## src/rtl/finalizer_rom_loader.sv

```systemverilog
// Routes the index-0 download stream into four ROM regions, validates order/length, sums the bytes,
// captures header and DIP bytes, and holds the core in reset until a complete ROM set is loaded.
`timescale 1ns/1ps
module finalizer_rom_loader #(
  parameter logic [17:0] R0_LEN = 18'h10000,
  parameter logic [17:0] R1_LEN = 18'h10000,
  parameter logic [17:0] R2_LEN = 18'h08000,
  parameter logic [17:0] R3_LEN = 18'h00400
) (
  input  logic        clk_49m,
  input  logic        reset,
  input  logic        ioctl_download,
  input  logic [7:0]  ioctl_index,
  input  logic        ioctl_wr,
  input  logic [24:0] ioctl_addr,
  input  logic [7:0]  ioctl_dout,
  output logic [3:0]  rom_wr,
  output logic [17:0] rom_addr,
  output logic [7:0]  rom_data,
  output logic [23:0] dip_sw,
  output logic [1:0]  is_bootleg,
  output logic        cpu_hold,
  output logic        load_done,
  output logic        load_error,
  output logic [15:0] checksum
);

  localparam logic [24:0] B1    = 25'(R0_LEN);
  localparam logic [24:0] B2    = B1 + 25'(R1_LEN);
  localparam logic [24:0] B3    = B2 + 25'(R2_LEN);
  localparam logic [24:0] TOTAL = B3 + 25'(R3_LEN);

  typedef enum logic [1:0] {IDLE, LOADING, DONE, ERROR} state_t;

  state_t      state, state_nxt;
  logic        dl_prev, dl_rise, dl_fall;
  logic [24:0] count, count_nxt;
  logic        accept, restart;
  logic [1:0]  sel;
  logic [24:0] base;
  logic [17:0] rom_off;

  assign dl_rise = ioctl_download & ~dl_prev;
  assign dl_fall = ~ioctl_download & dl_prev;

  always_comb begin
    state_nxt = state;
    count_nxt = count;
    accept    = 1'b0;
    restart   = 1'b0;
    case (state)
      LOADING: begin
        if (ioctl_wr && ioctl_index == 8'd0) begin
          if (ioctl_addr != count || count >= TOTAL) begin
            state_nxt = ERROR;
          end else begin
            accept    = 1'b1;
            count_nxt = count + 25'd1;
          end
        end
        // A write landing on the falling edge is counted before the length check.
        if (dl_fall && state_nxt == LOADING)
          state_nxt = (count_nxt == TOTAL) ? DONE : ERROR;
      end
      default: begin
        if (dl_rise && ioctl_index == 8'd0) begin
          state_nxt = LOADING;
          count_nxt = '0;
          restart   = 1'b1;
        end
      end
    endcase
  end

  always_comb begin
    sel  = 2'd3;
    base = B3;
    if (ioctl_addr < B1) begin
      sel  = 2'd0;
      base = '0;
    end else if (ioctl_addr < B2) begin
      sel  = 2'd1;
      base = B1;
    end else if (ioctl_addr < B3) begin
      sel  = 2'd2;
      base = B2;
    end
  end

  assign rom_off = 18'(ioctl_addr - base);

  always_ff @(posedge clk_49m) begin
    if (reset) begin
      state      <= IDLE;
      dl_prev    <= 1'b0;
      count      <= '0;
      rom_wr     <= '0;
      rom_addr   <= '0;
      rom_data   <= '0;
      checksum   <= '0;
      dip_sw     <= 24'hFFFFFF;
      is_bootleg <= '0;
    end else begin
      state   <= state_nxt;
      dl_prev <= ioctl_download;
      count   <= count_nxt;
      rom_wr  <= '0;
      if (accept) begin
        rom_wr   <= 4'b0001 << sel;
        rom_addr <= rom_off;
        rom_data <= ioctl_dout;
        checksum <= checksum + 16'(ioctl_dout);
      end else if (restart) begin
        checksum <= '0;
      end
      if (ioctl_wr && ioctl_index == 8'd1 && ioctl_addr == 25'd0)
        is_bootleg <= ioctl_dout[1:0];
      if (ioctl_wr && ioctl_index == 8'd254 && ioctl_addr < 25'd3) begin
        case (ioctl_addr[1:0])
          2'd0:    dip_sw[7:0]   <= ioctl_dout;
          2'd1:    dip_sw[15:8]  <= ioctl_dout;
          default: dip_sw[23:16] <= ioctl_dout;
        endcase
      end
    end
  end

  assign load_done  = (state == DONE);
  assign load_error = (state == ERROR);
  assign cpu_hold   = (state != DONE);

endmodule

```

## config.mk

```make
export PLATFORM = sky130hd
export DESIGN_NAME = finalizer_rom_loader
export DESIGN_NICKNAME = d
export VERILOG_FILES = /design/src/rtl/finalizer_rom_loader.sv
export SDC_FILE = /design/constraint.sdc
export NUM_CORES = 1
export LEC_CHECK = 0
export BUFFER_PORTS_ARGS = -buffer_cell sky130_fd_sc_hd__buf_2
export CORE_MARGIN = 2
export CORE_UTILIZATION = 58
export CTS_CLUSTER_DIAMETER = 40
export CTS_CLUSTER_SIZE = 28
export DETAILED_ROUTE_END_ITERATION = 10
export PLACE_DENSITY = 0.85
export SKIP_CTS_REPAIR_TIMING = 1
export SLEW_MARGIN = 15
export SYNTH_ARGS = -nofsm -noshare
export SYNTH_HDL_FRONTEND = slang
export SYNTH_SLANG_ARGS = --single-unit
```

## constraint.sdc

```tcl
create_clock -name clk_49m -period 5 [get_ports clk_49m]
set_input_delay 0.5 -clock clk_49m [delete_from_list [all_inputs] [get_ports clk_49m]]
set_output_delay 0.5 -clock clk_49m [all_outputs]
set_load 0.01 [all_outputs]
```

==> results of run 1 <==
-- cells in the mapped netlist (2+ instances only) --
| cell | number |
|---|---|
| a2111oi_0 | 2 |
| a211o_1 | 25 |
| a21o_1 | 3 |
| a21oi_1 | 66 |
| a22oi_1 | 2 |
| a311oi_1 | 3 |
| a31oi_1 | 5 |
| and2_1 | 11 |
| and3_1 | 18 |
| and4b_1 | 2 |
| buf_1 | 5 |
| buf_2 | 7 |
| buf_6 | 2 |
| clkbuf_1 | 30 |
| dfxtp_1 | 100 |
| fa_1 | 2 |
| ha_1 | 11 |
| inv_1 | 11 |
| mux2i_1 | 3 |
| nand2_1 | 91 |
| nand2b_1 | 2 |
| nand3_1 | 24 |
| nand3b_1 | 2 |
| nand4_1 | 15 |
| nand4b_1 | 3 |
| nor2_1 | 36 |
| nor2b_1 | 22 |
| nor3_1 | 10 |
| nor3_2 | 2 |
| nor4_1 | 15 |
| o211ai_1 | 4 |
| o21a_1 | 3 |
| o21ai_0 | 21 |
| o31a_1 | 3 |
| or3_1 | 7 |
| or4_1 | 4 |
| or4_4 | 2 |
| xnor2_1 | 23 |
| xor2_1 | 15 |
-- metal layers --
layer / GRT usage (%) / vias up
li1: - / 2405
met1: 38.5 / 2369
met2: 47.3 / 250
met3: 5.51 / 32
met4: 9.08 / 0
met5: 0 / -
-- stage by stage --
stage | area (um2) | setup slack, ns | util, % | hold slack, ns | total power [uW]
after detailed placement | 5690 | 1.05 | 65.9 | 0.442 | 889
after CTS | 5910 | 1.40 | 68.4 | 0.371 | 1440
after global routing | 5910 | 1.04 | 68.4 | 0.384 | 1470
after global placement | 5690 | 1.23 | 65.9 | 0.436 | 887
after floorplan | 5110 | 1.64 | - | 0.474 | 849
final | 5910 | 1.31 | 68.4 | 0.386 | 1430
-- kinds of logic (layout without fill, tap and decap cells) --
family                     after synthesis  after routing  synth area share [%]
DFF                                    100            100                  39.2
buffers and inverters                   55            151                  4.51
AOI/OAI and AO/OA                      145            145                  17.9
xor gates and xnor gates                38             38                  6.52
adders and majority gates               13             13                  3.48
and+or+nand+nor                        274            274                  27.6
muxes                                    4              4                 0.808
-- where the power goes --
| part | switching [uW] | internal, uW | total (uW) |
|---|---|---|---|
| registers | 0.220 | 796 | 797 |
| logic | 49.1 | 27.3 | 76.4 |
| clock network | 316 | 245 | 561 |
-- state kept, by name, summed over array words and instances, names as in the netlist --
register and cells:
rom_wr 4, checksum 16, is_bootleg 2, rom_data 8, rom_addr 18, dip_sw 24
state 2, dl_prev 1, count 25
-- worst register-to-register path, stage by stage, from the launching register on --
cell	delay, ns
dfxtp_1	0.43
or4_4	0.57
o211ai_2	0.15
nand3_1	0.08
or4_4	0.59
or4_1	0.66
xnor2_1	0.17
a2111oi_0	0.43
nand4_1	0.17
o31a_1	0.26
-- cell type report --
type | instances | area, um2
Timing Repair Buffer | 124 | 633
Tap cell | 108 | 135
Inverter | 11 | 41.3
Multi-Input combinational cell | 474 | 2880
Clock buffer | 9 | 124
Sequential cell | 100 | 2000
Clock inverter | 7 | 91.3
Fill cell | 708 | 2730
-- layout by cell type, fill, tap and decap left out, types with 18 or more instances in the layout --
cell and n:
a211o_1 25, a21oi_1 66, and3_1 18, buf_2 119, dfxtp_1 100, nand2_1 91
nand3_1 24, nor2_1 36, nor2b_1 22, o21ai_0 21, xnor2_1 23
-- how the worst min path moves through the flow --
| stage | to | slack, ns |
|---|---|---|
| global placement | rom_data[4] | 0.44 |
| global route | dl_prev | 0.38 |
| finish | dl_prev | 0.39 |
| detailed placement | rom_data[5] | 0.44 |
| floorplan | count[20] | 0.47 |
| CTS | dl_prev | 0.37 |
==> impl_metrics.json, run 1 <==
{
  "outcome": "complete, no violations",
  "fin_crit_sh_pct": 73.7,
  "grt_max_degree": 57,
  "fin_crit_ns": 3.69,
  "slew_viol_final": 0,
  "insertion_delay_ns": 0.38,
  "synth.avg_cell_area_um2": 8.12,
  "cp.buffers_inverters": 1,
  "setup_violations": 0,
  "via_per_inst": 6.07,
  "hold_depth": 2,
  "drc": 0,
  "yosysTopAreaCell": "dfxtp_1",
  "gp_congestion": 1.03,
  "htreeDepth": 3,
  "path_delay_family": "simple AND/OR/NAND/NOR gates",
  "tns_ns": 0,
  "drv_cap": 0,
  "cp-end-kind": "flop",
  "start_util_pct": 59.1,
  "crit_chain": "buf_2 > or4_1 > nor4_1 > nor2b_1 > nand4_1 > a2111o_1 > nor3b_2 > nor2b_1 > a211o_1",
  "worst_pin_slew_ns": 0.989,
  "track_usage_pct": 28.8,
  "worstHoldStart": "ioctl_download",
  "io_buffers": 119,
  "synth_area_leaders": "dfxtp_1, nand2_1, a21oi_1",
  "n_antenna_cell": 0,
  "synth_fp_nets": 687,
  "reg2reg_to": "state[0]",
  "r2r_setup_slack_ns": 1.40,
  "power_leakage_uw": 0.00229,
  "cp_slowest_stage_delay_ns": 0.81,
  "path_depth": 9,
  "numCtsBuffers": 9,
  "antenna_found_initial": 0,
  "overflow": 0,
  "dr_wl_met3_um": 1110,
  "critPathLaunch": "ioctl_addr[21]",
  "syn_inst": 629,
  "path_clk_slew_ns": 0.10,
  "yosys.area.top_type_share_pct": 39.2,
  "drt_pass1_iterations": 5,
  "cpMostUsedCell": "nor2b_1",
  "die_w_um": 97.8,
  "yosysWarnings": 0,
  "routed_wl_um": 13900,
  "rows": 34,
  "worstHoldPathType": "input port to flop",
  "postSynth.asyncResetShare_pct": 0,
  "dp.cells": 817,
  "clkSinkCount": 100,
  "power.density_nw_per_um2": 243,
  "syn-cell-area_um2": 5110,
  "cts_root_buf": "clkbuf_8",
  "synth-edff-count": 0,
  "dr_wl_met2_um": 6650,
  "cts_buffer_depth": 2,
  "fp.coreArea_um2": 8640,
  "skew_ns": 0.0158,
  "hold_viol": 0,
  "reg2reg_depth": 9,
  "die_h_um": 97.8,
  "postRouteAntennaNets": 0,
  "crit_required_ns": 5.27,
  "critPathCapture": "dip_sw[8]",
  "grt_pass1_wl_um": 22900,
  "fmax_mhz": 271,
  "detailed_place_hpwl_um": 9950,
  "avgRoutedWirePerCell_um": 16.7,
  "path_max_fanout": 16,
  "synth_ff_type": "dfxtp_1",
  "rsz0062_at_grt": "false",
  "crit_slowest_cell": "nor3b_2",
  "ios": 120,
  "grt_pass1_vias": 4773,
  "wl_met1_um": 5880,
  "crit-reg2reg-launch": "count[12]",
  "final_layout_size_suffix_gt1_share_pct": 20.7,
  "crit_type": "input port to flop",
  "synth_cell_types": 56,
  "slew_headroom_pct": 33.8,
  "max-vdd-ir-drop_mv": 0.210,
  "ys_seq_area_share_pct": 39.2,
  "dr.first_iter.drc_count": 377,
  "nNetsFinal": 778,
  "critPathArrivalTime_ns": 3.95,
  "die_area_um2": 9570,
  "cts_tree": "done",
  "topRoutingLayerUsed": "met4",
  "vias": 5056,
  "startpoint_type": "input port",
  "syn_to_final_growth_pct": 15.7,
  "finalNonFillerCells": 833,
  "synth_seq_cells": 100
}
No activity file was read; power rests on OpenSTA's default activity.
==> run 2, diff against run 1 <==
- ABC_AREA: default -> 1
- CORE_UTILIZATION: 58 -> 50
- PLACE_DENSITY: 0.85 -> 0.77
- clock period: 5 -> 3 ns (I/O delays scaled with it)
==> run 2 against run 1 <==
Compared with the run above: cell count is 31% higher; highest routed layer unchanged; routed wire length is 3.9% higher; first-iteration DRC count is 6.1% higher; combinational power is 110% higher; flip-flop and latch count stayed put; clock skew is 0.00064 ns higher.
==> impl_metrics.json, run 2 <==
{
  "cpMostUsedCell": "nand2_1",
  "path_delay_family": "simple AND/OR/NAND/NOR gates",
  "skew_ns": 0.0164,
  "final_area_um2": 6380,
  "worst_pin_slew_ns": 0.553,
  "yosys.area.top_type_share_pct": 36.6,
  "yosysWarnings": 0,
  "gp_congestion": 0.986,
  "numCtsBuffers": 9,
  "yosysMostFrequentCell": "nand2_1",
  "ys_seq_area_share_pct": 36.6,
  "cp_slowest_stage_delay_ns": 0.41,
  "synth_ff_type": "dfxtp_1",
  "synth_seq_cells": 100,
  "final_cell_mix": "nand2_1, buf_2, dfxtp_1, inv_1, nor2_1",
  "cts_tree": "done",
  "netlist_top_cells_count": "nand2_1, dfxtp_1, inv_1",
  "fin_crit_ns": 2.57,
  "postSynth.asyncResetShare_pct": 0,
  "critPathArrivalTime_ns": 2.88,
  "insertion_delay_ns": 0.38,
  "crit_slowest_cell": "dfxtp_1",
  "path_max_fanout": 33,
  "routed_wl_um": 14500,
  "rsz0062_at_grt": "false",
  "hold_depth": 3,
  "drv_cap": 0,
  "drt_pass1_iterations": 5,
  "syn_inst": 839,
  "track_usage_pct": 25.6,
  "dpl-instance-area_um2": 6170,
  "reg_top3": "count: 25 flops, dip_sw: 24 flops, rom_addr: 18 flops",
  "hold_viol": 0,
  "final_core_util_pct": 59.4,
  "path_depth": 13,
  "holdPathEnd": "dl_prev",
  "n_antenna_cell": 0,
  "crit_type": "flop to flop",
  "power_leakage_uw": 0.00312,
  "cts_buffer_depth": 2,
  "r2r_setup_slack_ns": 0.43,
  "detailed_place_hpwl_um": 10900,
  "startpoint_type": "flop",
  "synth_area_leaders": "dfxtp_1, nand2_1, a21oi_1",
  "nNetsFinal": 1007,
  "fmax_mhz": 390,
  "worstHoldStart": "ioctl_download",
  "fp.coreArea_um2": 10700,
  "via_per_inst": 5.24,
  "regMostFlops": "count",
  "crit_chain": "inv_1 > nand2_1 > nand2_1 > nor2_1 > nand2_1 > nor2_1 > nand2_1 > nor2_8 > nand3_4 > nor2_8 > buf_4 > o21ai_0 > a21oi_1",
  "avgRoutedWirePerCell_um": 13.2,
  "crit-reg2reg-launch": "count[18]",
  "syn-cell-area_um2": 5470,
  "cp-end-kind": "flop",
  "synth_fp_nets": 897,
  "fin_crit_sh_pct": 85.6,
  "slew_viol_final": 0,
  "io_buffers": 119,
  "clkSinkCount": 100,
  "die_area_um2": 11800,
  "outcome": "complete, no violations",
  "die_h_um": 109,
  "rows": 38,
  "ios": 120,
  "drc": 0,
  "syn_to_final_growth_pct": 16.7,
  "start_util_pct": 50.9,
  "power.density_nw_per_um2": 380,
  "synth_cell_types": 36,
  "overflow": 0,
  "slew_headroom_pct": 63.1,
  "layout_commonest_cell": "nand2_1",
  "crit_required_ns": 3.31,
  "antenna_found_initial": 0,
  "largest_register_ff_count": 25,
  "tns_ns": 0,
  "die_w_um": 109,
  "max-vdd-ir-drop_mv": 0.265,
  "worstHoldPathType": "input port to flop",
  "synth-edff-count": 0,
  "grt_max_degree": 61,
  "grt_pass1_wl_um": 24000,
  "cp.buffers_inverters": 2,
  "setup_violations": 0,
  "grt_pass1_vias": 5034,
  "vias": 5728,
  "cts_root_buf": "clkbuf_8",
  "htreeDepth": 3,
  "path_clk_slew_ns": 0.10,
  "postRouteAntennaNets": 0,
  "reg2reg_depth": 13,
  "final_layout_size_suffix_gt1_share_pct": 18.0,
  "synth.avg_cell_area_um2": 6.52,
  "reg2reg_to": "rom_addr[3]",
  "yosysTopAreaCell": "dfxtp_1",
  "dr.first_iter.drc_count": 400
}
[run 2: tightest hold or removal path, cell delays in order]
cell and delay (ns):
buf_2 0.11, inv_1 0.05, nor2_1 0.03
[run 2: cell families (layout without fill, tap and decap cells)]
family / Yosys count / count (layout) / share of synthesized area (%)
AO/OA/AOI/OAI: 145 / 145 / 15.0
XOR/XNOR: 6 / 6 / 0.961
adder cells (fa/ha/maj): 13 / 13 / 3.25
buffers and inverters: 132 / 247 / 9.58
flip-flops: 100 / 100 / 36.6
AND/OR/NAND/NOR: 443 / 443 / 34.6
[run 2: layer usage]
metal	vias up	wire [um]	global-route usage, %
li1	2958	-	-
met1	2551	7170	36.8
met2	191	6040	38.7
met3	28	929	3.68
met4	0	315	9.43
met5	-	0	0
[run 2: worst max-delay path by stage]
stage                        from           to
detailed placement      count[18]  rom_data[6]
CTS                     count[18]  rom_addr[3]
global placement    ioctl_addr[2]   dip_sw[22]
global route            count[18]  rom_addr[6]
floorplan                count[0]     state[0]
finish                  count[18]  rom_addr[3]
[run 2: cell type report]
class                      instances  area [um2]
timing repair buffer             127         656
tap                              140         175
clock buffer                       9         124
inverter                         104         392
multi-input combinational        607        2940
clock inverter                     7        91.3
fill                            1064        4360
sequential                       100        2000
[run 2: where the power goes]
group          total [uW]  internal (uW)  switching (uW)
Clock                 943            408             535
Combinational         158           54.1             104
Sequential           1330           1330           0.171
Total                2430           1790             640
[run 2: through the flow]
step           worst slack, ns  std cells  hold slack [ns]  power [uW]
2_1_floorplan             1.08        839            0.407        1440
3_3_place_gp             0.498       1078            0.451        1510
3_5_place_dp             0.473       1078            0.453        1510
4_1_cts                  0.450       1094            0.141        2440
5_1_grt                 0.0795       1094            0.146        2520
6_report                 0.433       1094            0.145        2430
